### config.mk
export PLATFORM = sky130hd
export DESIGN_NAME = manta_bus_arbiter
export DESIGN_NICKNAME = d
export VERILOG_FILES = /design/src/rtl/manta_bus_pkg.sv /design/src/rtl/manta_rr_arbiter.sv /design/src/rtl/manta_bus_arbiter.sv
export SDC_FILE = /design/constraint.sdc
export NUM_CORES = 1
export LEC_CHECK = 0
export ABC_CLOCK_PERIOD_IN_PS = 1940
export BUFFER_PORTS_ARGS = -buffer_cell sky130_fd_sc_hd__buf_4
export CAP_MARGIN = 40
export CORE_MARGIN = 2
export CORE_UTILIZATION = 43
export DETAILED_ROUTE_END_ITERATION = 12
export PLACE_DENSITY = 0.77
export SETUP_SLACK_MARGIN = 0.1
export SYNTH_ARGS = -nofsm -noshare
export SYNTH_HDL_FRONTEND = slang
export SYNTH_SLANG_ARGS = --single-unit
### constraint.sdc
create_clock -name clk -period 1.94 [get_ports clk]
set_clock_uncertainty 0.1 [all_clocks]
set_input_delay 0.097 -clock clk [delete_from_list [all_inputs] [get_ports clk]]
set_output_delay 0.097 -clock clk [all_outputs]
set_load 0.03 [all_outputs]
### src/rtl/manta_bus_pkg.sv
// Shared types and helpers for the Manta bus arbiter slice.
// Included by manta_rr_arbiter and manta_bus_arbiter.
package manta_bus_pkg;

    localparam int unsigned ADDR_W_DEF = 16;
    localparam int unsigned DATA_W_DEF = 16;

    typedef enum logic [1:0] {
        ST_IDLE  = 2'd0,
        ST_ISSUE = 2'd1,
        ST_WAIT  = 2'd2
    } arb_state_t;

    // Width needed to index v items; never less than 1 bit.
    function automatic int unsigned clog2(input int unsigned v);
        int unsigned r;
        r = 0;
        for (int unsigned i = 0; i < 32; i++) begin
            if ((32'd1 << i) < v) r = i + 1;
        end
        return (r == 0) ? 1 : r;
    endfunction

endpackage

### src/rtl/manta_rr_arbiter.sv
// Combinational round-robin grant: first valid requester after ptr_i, wrapping.
// The pointer register lives in the parent.
module manta_rr_arbiter
    import manta_bus_pkg::*;
#(
    parameter int unsigned NUM_REQ = 2,
    parameter int unsigned PTR_W   = clog2(NUM_REQ)
) (
    input  logic [NUM_REQ-1:0] valid_i,
    input  logic [PTR_W-1:0]   ptr_i,
    output logic [NUM_REQ-1:0] grant_o,
    output logic [PTR_W-1:0]   grant_idx_o,
    output logic               any_o
);

    int unsigned idx;

    always_comb begin
        grant_o     = '0;
        grant_idx_o = '0;
        any_o       = 1'b0;
        idx         = 0;
        for (int unsigned i = 1; i <= NUM_REQ; i++) begin
            idx = 32'(ptr_i) + i;
            if (idx >= NUM_REQ) idx = idx - NUM_REQ;
            if (!any_o && valid_i[PTR_W'(idx)]) begin
                grant_o[PTR_W'(idx)] = 1'b1;
                grant_idx_o          = PTR_W'(idx);
                any_o                = 1'b1;
            end
        end
    end

endmodule

### src/rtl/manta_bus_arbiter.sv
// Round-robin arbiter sharing one Manta core chain among NUM_REQ hosts, one transaction in flight.
// Optional WAIT-state timeout enabled by defining MANTA_ARB_TIMEOUT_EN.
module manta_bus_arbiter
    import manta_bus_pkg::*;
#(
    parameter int unsigned NUM_REQ = 2,
    parameter int unsigned ADDR_W  = ADDR_W_DEF,
    parameter int unsigned DATA_W  = DATA_W_DEF,
    parameter int unsigned TIMEOUT = 1024
) (
    input  logic                      clk,
    input  logic                      rst_n,
    input  logic [NUM_REQ*ADDR_W-1:0] req_addr_i,
    input  logic [NUM_REQ*DATA_W-1:0] req_data_i,
    input  logic [NUM_REQ-1:0]        req_rw_i,
    input  logic [NUM_REQ-1:0]        req_valid_i,
    output logic [NUM_REQ-1:0]        req_ready_o,
    output logic [DATA_W-1:0]         resp_data_o,
    output logic [NUM_REQ-1:0]        resp_valid_o,
    output logic [ADDR_W-1:0]         bus_addr_o,
    output logic [DATA_W-1:0]         bus_data_o,
    output logic                      bus_rw_o,
    output logic                      bus_valid_o,
    input  logic [DATA_W-1:0]         bus_data_i,
    input  logic                      bus_rw_i,
    input  logic                      bus_valid_i,
    output logic                      busy_o,
    output logic                      timeout_o
);

    localparam int unsigned PTR_W = clog2(NUM_REQ);

    arb_state_t state_q, state_d;

    logic [PTR_W-1:0]   ptr_q, ptr_d;
    logic [PTR_W-1:0]   owner_q, owner_d;
    logic [ADDR_W-1:0]  bus_addr_q, bus_addr_d;
    logic [DATA_W-1:0]  bus_data_q, bus_data_d;
    logic               bus_rw_q, bus_rw_d;
    logic               bus_valid_q, bus_valid_d;
    logic [NUM_REQ-1:0] resp_valid_q, resp_valid_d;
    logic [DATA_W-1:0]  resp_data_q, resp_data_d;
    logic               timeout_q, timeout_d;
    logic               to_expire;

    logic [NUM_REQ-1:0] grant;
    logic [PTR_W-1:0]   grant_idx;
    logic               grant_any;

    logic [ADDR_W-1:0]  req_addr_a [NUM_REQ];
    logic [DATA_W-1:0]  req_data_a [NUM_REQ];

    for (genvar k = 0; k < NUM_REQ; k++) begin : g_unpack
        assign req_addr_a[k] = req_addr_i[k*ADDR_W +: ADDR_W];
        assign req_data_a[k] = req_data_i[k*DATA_W +: DATA_W];
    end

    manta_rr_arbiter #(
        .NUM_REQ (NUM_REQ),
        .PTR_W   (PTR_W)
    ) u_rr (
        .valid_i     (req_valid_i),
        .ptr_i       (ptr_q),
        .grant_o     (grant),
        .grant_idx_o (grant_idx),
        .any_o       (grant_any)
    );

`ifdef MANTA_ARB_TIMEOUT_EN
    localparam int unsigned CNT_W = clog2(TIMEOUT);

    logic [CNT_W-1:0] cnt_q;

    // Cleared while in ISSUE so the first WAIT cycle sees zero.
    always_ff @(posedge clk or negedge rst_n) begin
        if (!rst_n) begin
            cnt_q <= '0;
        end else if (state_q == ST_ISSUE) begin
            cnt_q <= '0;
        end else if (state_q == ST_WAIT) begin
            cnt_q <= cnt_q + CNT_W'(1);
        end
    end

    assign to_expire = (state_q == ST_WAIT) && (cnt_q == CNT_W'(TIMEOUT - 1));
`else
    logic unused_timeout;
    assign unused_timeout = (TIMEOUT != 0);
    assign to_expire      = 1'b0;
`endif

    always_ff @(posedge clk or negedge rst_n) begin
        if (!rst_n) begin
            state_q      <= ST_IDLE;
            ptr_q        <= PTR_W'(NUM_REQ - 1);
            owner_q      <= '0;
            bus_addr_q   <= '0;
            bus_data_q   <= '0;
            bus_rw_q     <= 1'b0;
            bus_valid_q  <= 1'b0;
            resp_valid_q <= '0;
            resp_data_q  <= '0;
            timeout_q    <= 1'b0;
        end else begin
            state_q      <= state_d;
            ptr_q        <= ptr_d;
            owner_q      <= owner_d;
            bus_addr_q   <= bus_addr_d;
            bus_data_q   <= bus_data_d;
            bus_rw_q     <= bus_rw_d;
            bus_valid_q  <= bus_valid_d;
            resp_valid_q <= resp_valid_d;
            resp_data_q  <= resp_data_d;
            timeout_q    <= timeout_d;
        end
    end

    always_comb begin
        state_d = state_q;
        case (state_q)
            ST_IDLE:  if (grant_any) state_d = ST_ISSUE;
            ST_ISSUE: state_d = ST_WAIT;
            ST_WAIT:  if (bus_valid_i || to_expire) state_d = ST_IDLE;
            default:  state_d = ST_IDLE;
        endcase
    end

    // Echoes arriving outside WAIT are ignored; echo beats expiry in the same cycle.
    always_comb begin
        ptr_d        = ptr_q;
        owner_d      = owner_q;
        bus_addr_d   = bus_addr_q;
        bus_data_d   = bus_data_q;
        bus_rw_d     = bus_rw_q;
        bus_valid_d  = 1'b0;
        resp_valid_d = '0;
        resp_data_d  = resp_data_q;
        timeout_d    = 1'b0;
        case (state_q)
            ST_IDLE: begin
                if (grant_any) begin
                    ptr_d       = grant_idx;
                    owner_d     = grant_idx;
                    bus_addr_d  = req_addr_a[grant_idx];
                    bus_data_d  = req_data_a[grant_idx];
                    bus_rw_d    = req_rw_i[grant_idx];
                    bus_valid_d = 1'b1;
                end
            end
            ST_WAIT: begin
                if (bus_valid_i) begin
                    if (!bus_rw_i) begin
                        resp_valid_d[owner_q] = 1'b1;
                        resp_data_d           = bus_data_i;
                    end
                end else if (to_expire) begin
                    timeout_d = 1'b1;
                end
            end
            default: ;
        endcase
    end

    assign req_ready_o  = (state_q == ST_IDLE && rst_n) ? grant : '0;
    assign resp_data_o  = resp_data_q;
    assign resp_valid_o = resp_valid_q;
    assign bus_addr_o   = bus_addr_q;
    assign bus_data_o   = bus_data_q;
    assign bus_rw_o     = bus_rw_q;
    assign bus_valid_o  = bus_valid_q;
    assign busy_o       = (state_q != ST_IDLE);
    assign timeout_o    = timeout_q;

endmodule

* Yosys cells after proc, flatten, opt, wreduce, memory -nomap -nowiden
Index checks and enable logic that the tools add are counted.
** Storage, ports and cells
- Register bits after elaboration :: 56
- Bits of input ports :: 88
- Output and inout bits :: 56
- Word-level logic and storage cells :: 76
** Cells by class
- Add/sub/neg operators :: 4
- Magnitude comparators :: 10
- Equal/unequal tests :: 4
- Mux-type cells :: 35
- Bitwise operators :: 3
- Reductions and logical operators :: 11
** Operators with widths (count)
- 16-bit two-way mux :: 6
- 1-bit two-way mux :: 17
- 2-bit two-way mux :: 8
- 1-bit by 2-bit < comparator with 1-bit output, second input constant :: 4
- 2-bit case mux with 3 select lines :: 1
- 1-bit logical AND :: 5
- 2-bit >= comparator, second input constant :: 2
- 2-bit inequality test, second input constant :: 2
- 2-bit AND reduction :: 2
- 1-bit by 2-bit adder with 3-bit output, second input constant :: 1
- 1-bit demux with 1-bit select :: 3
- 1-bit >= comparator, second input constant :: 3
- 3-bit by 2-bit >= comparator with 1-bit output, second input constant :: 1
- 3-bit AND reduction :: 1
- 1-bit by 1-bit adder with 2-bit output, second input constant :: 1
- 2-bit by 1-bit equality test with 1-bit output, second input constant :: 1
- 2-bit equality test, second input constant :: 1
- 2-bit zero test :: 1
- 1-bit inverter with 2-bit output :: 1
- 2-bit OR :: 1
- 2-bit nonzero test :: 1
- 1-bit subtractor, second input constant :: 2
- 1-bit zero test :: 1
- 1-bit inverter :: 1

* Logic depth before layout (Yosys ltp)
Gate-level depths: netlist of run 1.
- Depth after elaboration :: 13
- Mapped depth :: 5
- Gate-level depth less buffers :: 3

* Hierarchy
Synthesis of run 1 repeated with hierarchy kept, for this count alone.
** Unflattened totals
- Cells, all modules :: 168
- Area, all modules :: 2612.5 µm²
** Modules (own cells, without submodules)
- manta_bus_arbiter :: times used 1, cells an instance 163, area each 2580.0 µm², seq. area each 1402.6 µm²
- manta_rr_arbiter :: times used 1, cells an instance 5, area each 32.5 µm², seq. area each 0.0 µm²

* Worst setup path after synthesis of run 1
Ideal clock, no wire load.
- Path kind :: reg2reg
- From :: register ptr_q
- To :: register bus_addr_q[0], in the netlist bus_addr_o[0]
- Setup time :: 125 ps
- Data arrival time :: 1466 ps
- Required time :: 1715 ps
- Setup slack :: 249 ps
- Stages on the path, launching flop included :: 6
- Buffers on the path :: 2
- Clock period less this slack :: 1691 ps
- Path through :: dfstp_2 a21bo_1 buf_6 buf_8 mux2_4 mux2_4
** Between the ends
- Word-level cells in the longest chain between the ends :: 13
- Elaborated cells on any way between the ends :: 23
- Those cells by class :: 4 x add/sub; 2 x order compare; 13 x mux; 1 x bitwise; 3 x reduce/logical
** Ends and longest elaborated chain
- from (decl) :: RTL line manta_bus_arbiter.sv:35 : logic [PTR_W-1:0] ptr_q, ptr_d;
- from (signal assigned) :: RTL line manta_bus_arbiter.sv:95 : ptr_q <= PTR_W'(NUM_REQ - 1);
- from (signal assigned) :: RTL line manta_bus_arbiter.sv:106 : ptr_q <= ptr_d;
- parallel branches: the longest is 13 deep, another holds 1-bit by 2-bit adder with 3-bit output
- to (signal assigned) :: RTL line manta_bus_arbiter.sv:108 : bus_addr_q <= bus_addr_d;
- to (decl) :: RTL line manta_bus_arbiter.sv:37 : logic [ADDR_W-1:0] bus_addr_q, bus_addr_d;
Several ways; the timed one is not identified. The select of a mux whose other input is x is not followed.
A chain may end at the register's enable or synchronous reset.

* Worst setup path in the final report of run 1
- From :: register ptr_q
- To :: register bus_data_q[4], in the netlist bus_data_o[4]
** Between the ends
- Word-level cells in the longest chain between the ends :: 13
- Elaborated cells on any way between the ends :: 23
- Those cells by class :: 4 x add/sub; 2 x order compare; 13 x mux; 1 x bitwise; 3 x reduce/logical
** Ends and longest elaborated chain
- parallel branches: the longest is 13 deep, another holds 1-bit by 2-bit adder with 3-bit output
- to (signal assigned) :: RTL line manta_bus_arbiter.sv:109 : bus_data_q <= bus_data_d;
- to (decl) :: RTL line manta_bus_arbiter.sv:38 : logic [DATA_W-1:0] bus_data_q, bus_data_d;
Several ways; the timed one is not identified. The select of a mux whose other input is x is not followed.

==> results.json, run 1 <==
{
  "outcome": "finished clean",
  "antenna_found_initial": 0,
  "rsz0062_at_grt": "false",
  "fillers": 472,
  "ys_ff_latch": 56,
  "p_per_area_nw_per_um2": 1571,
  "finalSetupViolCount": 0,
  "place_congestion": 0.6968,
  "dp_cells": 384,
  "area_delta_synth_final_pct": 53.23,
  "crit_type": "reg -> reg",
  "die_y_um": 84.01,
  "drive_above_1_share": 0.7313,
  "worst_skew_pair.late_latency_ns": 0.31,
  "synth_cell_types": 20,
  "cellLeakagePower_nw": 2.153,
  "clk_root_buffer_cell": "clkbuf_8",
  "dieArea_um2": 7058,
  "seq_area_frac_synth": 0.5095,
  "fin_crit_sh": 0.9125,
  "cts_max_path_buffers": 2,
  "critPathLaunchType": "register",
  "path_max_fanout": 18,
  "grt_max_degree": 37,
  "dp_slack_ns": 0.1889,
  "met2_usage": 0.3135,
  "final_nets": 422,
  "vdd.ir_drop.worst_mv": 1.035,
  "endpoint_kind": "register",
  "met1_usage": 0.2333,
  "grt_pass1_vias": 2171,
  "gr-total-overflow": 0,
  "wire_per_inst_um": 14.89,
  "start_util": 0.4385,
  "hold_viol": 0,
  "clkSinkCount": 56,
  "cts_tree": "yes",
  "worst_ep_arrival_time_ns": 1.87,
  "top_usage_layer": "met2",
  "grt_util_met3": 0.04055,
  "n_antenna_cell": 0,
  "vias": 1989,
  "io_pins": 144,
  "syn_area_per_cell_um2": 16.29,
  "synth_nets": 257,
  "post_cts_buffers": 0,
  "die_x_um": 84.01,
  "maxCapViolations": 0,
  "grt_usage": 0.1827,
  "coreArea_um2": 6277,
  "clk_pin_slew_worst_paths_ns": 0.11,
  "finalSetupTns_ns": 0,
  "hold_class": "in -> reg",
  "period_minus_slack_ns": 1.770,
  "num_rows": 29,
  "maxClockFrequency_mhz": 564.9,
  "wirelength_um": 6134,
  "place_hpwl_um": 4377,
  "cp_data_required_time_ns": 2.04,
  "htree_levels": 2,
  "synth_warnings": 0,
  "cts_inserted_buffers": 5,
  "fin_ws_ns": 0.1698,
  "ant_nets": 0,
  "syn_area_um2": 2753,
  "remaining_drc_errors": 0,
  "synth_cells": 169,
  "p_total_w": 0.006627,
  "final_cells": 412,
  "viasPerCell": 4.828,
  "first_pass_iters": 4,
  "finalMaxSlewViolations": 0,
  "first_iter_violations": 65,
  "port_buffers": 142,
  "grt_pass1_wl_um": 10410
}
-- cell usage in the layout, fill, tap and decap left out --
cell,count
dfrtp_1,55
o21a_1,1
nor2_1,3
clkinv_4,2
mux2_4,56
o22ai_1,1
dfstp_2,1
dlygate4sd3_1,20
o21ai_0,1
and2_1,2
inv_6,1
buf_4,146
conb_1,1
nand2_1,1
clkbuf_8,5
buf_12,3
nor4bb_4,1
a21bo_2,1
a31oi_1,1
o21a_2,1
a21oi_1,1
nor2_2,1
mux2_2,27
inv_1,3
-- layer usage --
layer	routed length [um]	share of wire
met5	0	0
met4	110	0.018
met3	393	0.064
met2	3111	0.51
met1	2520	0.41
-- cells by family after synthesis --
family,count (synthesis),share of synthesized area
buffers and inverters,14,0.04091
and+or+nand+nor,8,0.01500
DFF,56,0.5095
muxes,83,0.4159
AOI/OAI and AO/OA,7,0.01727
other,1,0.001362
-- registers in the layout (all words and copies together) (netlist names) --
register,cells
bus_addr_o,16
bus_data_o,16
resp_data_o,16
resp_valid_o,2
state_q,2
bus_rw_o,1
bus_valid_o,1
owner_q,1
ptr_q,1
-- cells in the mapped netlist --
cell | number | share of area
a21bo_1 | 1 | 0.0036
o22ai_1 | 1 | 0.0023
mux2_2 | 27 | 0.11
dfstp_2 | 1 | 0.0095
and2_1 | 2 | 0.0045
nand2_1 | 1 | 0.0014
buf_2 | 3 | 0.0055
mux2_4 | 56 | 0.31
buf_6 | 1 | 0.0041
dfrtp_1 | 55 | 0.50
o21a_1 | 2 | 0.0055
nor4bb_1 | 1 | 0.0036
a21oi_1 | 1 | 0.0018
o21ai_0 | 1 | 0.0018
a31oi_1 | 1 | 0.0023
inv_1 | 3 | 0.0041
conb_1 | 1 | 0.0014
buf_4 | 4 | 0.011
nor2_1 | 4 | 0.0055
buf_8 | 3 | 0.016
-- report_power, final --
part,switching (W),total (W),internal (W),leakage [nW]
Clock,0.000401,0.000665,0.000264,0.0487
Combinational,0.00195,0.00387,0.00192,1.44
Sequential,0.000335,0.00209,0.00176,0.666
Total,0.00268,0.00663,0.00394,2.15
-- final timing paths --
kind	start	to	slack, ns	cells after the start
worst max-delay path	ptr_q	bus_data_o[4]	0.17	4
worst min-delay path	req_addr_i[29]	bus_addr_o[13]	0.03	3
worst max register to register	ptr_q	bus_data_o[4]	0.17	4
worst min register to register	bus_data_o[7]	bus_data_o[7]	0.41	1
max in group asynchronous	rst_n	ptr_q	0.86	3
min in group asynchronous	rst_n	bus_data_o[1]	0.11	2
-- cell type report --
cell class | instances | area (um2) | share of cell area
clock buffer | 5 | 68.82 | 0.01632
clock inverter | 3 | 26.28 | 0.006230
inverter | 3 | 11.26 | 0.002670
multi-input combinational | 99 | 1256 | 0.2978
sequential | 56 | 1403 | 0.3325
tap | 77 | 96.34 | 0.02284
timing repair buffer | 169 | 1356 | 0.3216
-- repair_timing --
action / 4_1_cts / 5_1_grt
hold buffers: 20 / 0
setup endpoints to repair: 0 / 1
hold endpoints to repair: 38 / 0
resized for setup: 0 / 1
-- critical path: stages (launching register included) --
cell,delay [ns]
dfstp_2,0.57
a21bo_2,0.19
buf_12,0.18
mux2_2,0.35
mux2_2,0.26
-- metrics by stage --
step	area, um2	hold slack [ns]	util
2_1_floorplan	2753	-0.2986	-
3_3_place_gp	3920	-0.09795	0.6245
3_5_place_dp	3920	-0.09128	0.6245
4_1_cts	4215	0.02002	0.6715
5_1_grt	4218	0.01494	0.6719
6_report	4218	0.02804	0.6719
No activity file was read; power rests on OpenSTA's default activity.
==> run 2, diff against run 1 <==
--- a/config.mk
+++ b/config.mk
@@ -6,7 +6,7 @@
 export NUM_CORES = 1
 export LEC_CHECK = 0
 export ABC_CLOCK_PERIOD_IN_PS = 1940
-export BUFFER_PORTS_ARGS = -buffer_cell sky130_fd_sc_hd__buf_4
+export BUFFER_PORTS_ARGS = -buffer_cell sky130_fd_sc_hd__buf_2
 export CAP_MARGIN = 40
 export CORE_MARGIN = 2
 export CORE_UTILIZATION = 43
==> run 2 against run 1 <==
  * Power decreased by 4.0%
  * Hold slack better by 0.0067 ns
  * Via count down 1.8%
  * Global-route usage down 1.6 points
  * Count of clock-buffer cells in the layout unchanged
  * Critical endpoint unchanged
  * Largest power group unchanged
  * Highest routed layer unchanged
==> results.json, run 2 (synthesis gave the netlist of run 1 again) <==
{
  "first_pass_iters": 4,
  "maxClockFrequency_mhz": 567.3,
  "power_switching_share": 0.4119,
  "start_util": 0.4385,
  "wire_per_inst_um": 13.80,
  "worstPathCellList": "a21bo_2 -> buf_12 -> mux2_2 -> mux2_2",
  "maxCapViolations": 0,
  "slew_headroom": 0.5452,
  "area_delta_synth_final_pct": 41.68,
  "coreArea_um2": 6277,
  "dieArea_um2": 7058,
  "worst_ep_arrival_time_ns": 1.86,
  "fin_crit_sh": 0.9087,
  "finalMaxSlewViolations": 0,
  "cts_max_path_buffers": 2,
  "cts_hold_buf": 20,
  "n_antenna_cell": 0,
  "place_congestion": 0.7229,
  "gr-total-overflow": 0,
  "wirelength_um": 5699,
  "worstMarginPinSlew_ns": 0.6822,
  "place_hpwl_um": 4106,
  "worst_skew_pair.late_latency_ns": 0.31,
  "grt_pass1_wl_um": 9522,
  "hold_class": "in -> reg",
  "critPathLaunchType": "register",
  "cp_num_buf_inv": 1,
  "path_max_fanout": 18,
  "p_per_area_nw_per_um2": 1632,
  "crit_type": "reg -> reg",
  "slowest_stage": "dfstp_2",
  "drive_above_1_share": 0.7292,
  "cp_data_required_time_ns": 2.04,
  "rsz0062_at_grt": "false",
  "post_cts_resized": 0,
  "final_cell_mix": "142 x buf_2, 56 x mux2_4, 55 x dfrtp_1",
  "pwr-share-comb": 0.554,
  "period_minus_slack_ns": 1.763,
  "antenna_found_initial": 0,
  "clk_root_buffer_cell": "clkbuf_8",
  "grt_max_degree": 57,
  "p_sw_w": 0.002621,
  "htree_levels": 2,
  "cellLeakagePower_nw": 2.051,
  "slowest_delay_ns": 0.56,
  "remaining_drc_errors": 0,
  "cellInternalPower_w": 0.003743,
  "die_y_um": 84.01,
  "cpMostUsedCell": "mux2_2",
  "finalSetupTns_ns": 0,
  "first_iter_violations": 29,
  "grt_pass1_vias": 2083,
  "crit_family": "multiplexers",
  "clk_pin_slew_worst_paths_ns": 0.10,
  "vdd.ir_drop.worst_mv": 0.7926,
  "port_buffers": 142,
  "viasPerCell": 4.729,
  "num_rows": 29,
  "hold_viol": 0,
  "endpoint_kind": "register",
  "die_x_um": 84.01,
  "post_cts_buffers": 0,
  "final_common_cell": "buf_2",
  "grt_usage": 0.1671,
  "final_nets": 423,
  "cts_tree": "yes",
  "finalSetupViolCount": 0,
  "clkSinkCount": 56,
  "vias": 1953,
  "io_pins": 144,
  "dp_slack_ns": 0.1795,
  "seqPwrFrac": 0.323,
  "outcome": "finished clean",
  "cts_inserted_buffers": 5,
  "clockPowerShare": 0.122,
  "fin_ws_ns": 0.1771,
  "ant_nets": 0
}
run 2: cell count changes in the layout (fill, tap and decap cells not counted), sizes merged:
cell,delta
clkinv,-2
clkinvlp,+1
buf,+1
bufinv,+1
run 2: path summary, 6_finish.rpt:
| check | startpoint | end | slack, ns | depth (start not counted) |
|---|---|---|---|---|
| min | req_addr_i[10] | bus_addr_o[10] | 0.03 | 3 |
| max | ptr_q | bus_data_o[4] | 0.18 | 4 |
| min reg2reg | owner_q | resp_valid_o[1] | 0.41 | 1 |
| max reg2reg | ptr_q | bus_data_o[4] | 0.18 | 4 |
| min in group asynchronous | rst_n | bus_addr_o[4] | 0.43 | 3 |
| max in group asynchronous | rst_n | resp_data_o[7] | 0.87 | 3 |
run 2: per-layer routing:
| metal | up-vias | share of wire | track usage |
|---|---|---|---|
| met5 | - | 0 | 0 |
| met4 | 0 | 0.014 | 0.04692 |
| met3 | 8 | 0.069 | 0.04055 |
| met2 | 89 | 0.51 | 0.2953 |
| met1 | 929 | 0.40 | 0.2027 |
| li1 | 927 | - | - |
run 2: cell type report:
type / instances / area, um2
well taps: 77 / 96.34
multi-input cells: 99 / 1254
repair buffers: 170 / 1021
flip-flops and latches: 56 / 1403
clock inverters: 3 / 46.29
inverters: 3 / 11.26
fillers: 493 / 2377
clock buffers: 5 / 68.82
run 2: through the flow:
stage | utilization | std cells | instance area (um2) | hold WS, ns | power (W)
5_1_grt | 0.6213 | 413 | 3900 | 0.02462 | 0.006737
3_3_place_gp | 0.5711 | 385 | 3585 | 0.2094 | 0.005514
3_5_place_dp | 0.5711 | 385 | 3585 | 0.2202 | 0.005588
6_report | 0.6213 | 413 | 3900 | 0.03474 | 0.006365
2_1_floorplan | - | 169 | 2753 | -0.2986 | 0.004614
4_1_cts | 0.6213 | 413 | 3900 | 0.02203 | 0.006429
run 2: power groups by stage:
stage          registers, W  clock network, W  logic, W
6_report            0.00206          0.000778   0.00353
5_1_grt             0.00215          0.000865   0.00372
4_1_cts             0.00206          0.000806   0.00356
3_5_place_dp        0.00207                 0   0.00351
3_3_place_gp        0.00206                 0   0.00346
2_1_floorplan       0.00314                 0   0.00147
run 2: worst register-to-register path, delay by kind of cell (launching register included):
family	cells	cell delay, ns
buffers and inverters	1	0.19
DFF	1	0.56
muxes	2	0.61
AOI/OAI and AO/OA	1	0.19
==> run 3, diff against run 2 <==
--- a/config.mk
+++ b/config.mk
@@ -11,8 +11,9 @@
 export CORE_MARGIN = 2
 export CORE_UTILIZATION = 43
 export DETAILED_ROUTE_END_ITERATION = 12
-export PLACE_DENSITY = 0.77
+export PLACE_DENSITY = 0.78
 export SETUP_SLACK_MARGIN = 0.1
 export SYNTH_ARGS = -nofsm -noshare
 export SYNTH_HDL_FRONTEND = slang
+export SYNTH_HIERARCHICAL = 1
 export SYNTH_SLANG_ARGS = --single-unit
==> run 3 against run 2 <==
  * Flip-flop and latch count unchanged
  * Critical path type unchanged
  * Synthesized cell count down 0.59%
  * Final cell count down 1.7%
  * Register-to-register slack better by 0.04 ns
  * Count of clock-buffer cells in the layout up 3
  * Highest routed layer unchanged
==> results.json, run 3 <==
{
  "final_nets": 418,
  "viasPerCell": 4.722,
  "rr_startpoint": "ptr_q",
  "synth_area_leader_cell": "dfrtp_1",
  "synth_nets": 256,
  "first_iter_violations": 45,
  "ys_ff_latch": 56,
  "post_cts_resized": 0,
  "worstMarginPinSlew_ns": 0.6350,
  "r2r_end": "bus_addr_o[4]",
  "first_pass_iters": 4,
  "dp_cells": 380,
  "r2r_setup_slack_ns": 0.22,
  "cts_inserted_buffers": 5,
  "area_delta_synth_final_pct": 39.80,
  "cp_data_required_time_ns": 2.02,
  "yosysTopAreaCellShare": 0.5268,
  "cts_tree": "yes",
  "critPathLaunchType": "register",
  "synth-edff-count": 0,
  "clkSinkCount": 56,
  "syn_area_per_cell_um2": 15.55,
  "outcome": "finished clean",
  "synth_cells": 168,
  "maxCapViolations": 0,
  "clk_root_buffer_cell": "clkbuf_8",
  "rsz0062_at_grt": "false",
  "gr-total-overflow": 0,
  "final_common_cell": "buf_2",
  "place_congestion": 0.6727,
  "drive_above_1_share": 0.7281,
  "clockPowerShare": 0.110,
  "path_max_fanout": 17,
  "seqPwrFrac": 0.354,
  "fin_ws_ns": 0.2208,
  "htree_levels": 2,
  "hold_class": "in -> reg",
  "fillers": 465,
  "wirelength_um": 5695,
  "hold_path_depth": 3,
  "slew_headroom": 0.5767,
  "rr_worst_depth": 4,
  "p_per_area_nw_per_um2": 1594,
  "maxClockFrequency_mhz": 581.7,
  "crit_type": "reg -> reg",
  "finalSetupTns_ns": 0,
  "coreArea_um2": 5886,
  "clk_pin_slew_worst_paths_ns": 0.09,
  "n_antenna_cell": 0,
  "grt_pass1_wl_um": 8514,
  "die_y_um": 81.95,
  "ys.flop_type": "dfrtp_1",
  "wire_per_inst_um": 14.03,
  "vias": 1917,
  "grt_usage": 0.1653,
  "finalMaxSlewViolations": 0,
  "num_rows": 28,
  "worstHoldStart": "req_addr_i[17]",
  "period_minus_slack_ns": 1.719,
  "vdd.ir_drop.worst_mv": 1.022,
  "synth_cell_types": 20,
  "grt_max_degree": 52,
  "remaining_drc_errors": 0,
  "endpoint_kind": "register",
  "pwr-share-comb": 0.536,
  "place_hpwl_um": 4239,
  "worst_skew_pair.late_latency_ns": 0.29,
  "hold_slack_ns": 0.05319,
  "seq_area_frac_synth": 0.5369,
  "whs_endpoint": "bus_addr_o[1]",
  "final_cell_mix": "142 x buf_2, 76 x mux2_2, 55 x dfrtp_1",
  "antenna_found_initial": 0,
  "synthArstFlopShare": 1.000,
  "dp_slack_ns": 0.2298,
  "port_buffers": 142,
  "hold_viol": 0,
  "p_sw_w": 0.002491,
  "finalSetupViolCount": 0,
  "io_pins": 144,
  "die_x_um": 81.95,
  "cellInternalPower_w": 0.003330,
  "p_total_w": 0.005820,
  "worst_ep_arrival_time_ns": 1.80,
  "cellLeakagePower_nw": 1.805,
  "fin_crit_sh": 0.8862,
  "post_cts_buffers": 0,
  "syn_area_um2": 2613,
  "final_cells": 406,
  "yosys-top-cells-area": "dfrtp_1 53%, mux2_2 33%, mux2_4 4.6%",
  "ant_nets": 0,
  "yosys.cell_count.top_type": "mux2_2",
  "cts_max_path_buffers": 2,
  "start_util": 0.4439,
  "grt_pass1_vias": 1894,
  "synth_warnings": 6,
  "dieArea_um2": 6715,
  "power_switching_share": 0.4279,
  "synthTopCellsByCount": "76 x mux2_2, 55 x dfrtp_1, 8 x mux2_4, 7 x buf_6, 3 x buf_4"
}
==> run 3: timing repair <==
action,CTS,global route
setup endpoints to repair,0,0
hold buffers,18,0
hold endpoints to repair,22,0
==> run 3: metal layers <==
| metal | wire length, um | global-route usage | vias to the layer above |
|---|---|---|---|
| met4 | 48 | 0.03667 | 0 |
| met2 | 2869 | 0.2927 | 86 |
| li1 | - | - | 922 |
| met3 | 489 | 0.04615 | 6 |
| met1 | 2288 | 0.2000 | 903 |
| met5 | 0 | 0 | - |
==> run 3: worst max-delay path, stage by stage (launching register included) <==
cell and delay (ns):
dfstp_2 0.40, a21boi_4 0.19, buf_4 0.28, mux2_2 0.37, mux2_2 0.27
==> run 3: kinds of logic (layout without fill, tap and decap cells) <==
logic type | count (synthesis) | in the layout | share of synthesized area
muxes | 85 | 85 | 0.3774
DFF | 56 | 56 | 0.5369
buffers and inverters | 13 | 176 | 0.04933
and+or+nand+nor | 10 | 10 | 0.02634
AOI/OAI and AO/OA | 3 | 3 | 0.008620
other | 1 | 1 | 0.001435
==> run 3: worst max path at each step <==
stage | startpoint | endpoint | depth (start not counted)
after global placement | ptr_q | bus_addr_o[15] | 4
after detailed placement | ptr_q | bus_addr_o[4] | 4
after floorplan | ptr_q | bus_data_o[7] | 5
final | ptr_q | bus_addr_o[4] | 4
after CTS | ptr_q | bus_addr_o[0] | 4
after global routing | ptr_q | bus_addr_o[0] | 4
==> run 3: power groups by stage <==
| stage | Sequential [W] | Combinational (W) | Clock (W) |
|---|---|---|---|
| floorplan | 0.00314 | 0.00121 | 0 |
| global placement | 0.00206 | 0.00306 | 0 |
| detailed placement | 0.00209 | 0.00313 | 0 |
| CTS | 0.00207 | 0.00316 | 0.000671 |
| global route | 0.00214 | 0.00331 | 0.000717 |
| finish | 0.00206 | 0.00312 | 0.000640 |
==> run 3: stage by stage <==
step	utilization	instance area, um2
finish	0.6205	3652
detailed placement	0.5746	3382
CTS	0.6205	3652
floorplan	-	2613
global route	0.6205	3652
global placement	0.5746	3382
==> run 3: layout make-up <==
type / count / area, um2 / area share
clock buffers: 8 / 90.09 / 0.02467
inverters: 2 / 7.507 / 0.002056
multi-input cells: 99 / 1097 / 0.3004
flip-flops and latches: 56 / 1403 / 0.3840
well taps: 75 / 93.84 / 0.02569
repair buffers: 166 / 960.9 / 0.2631
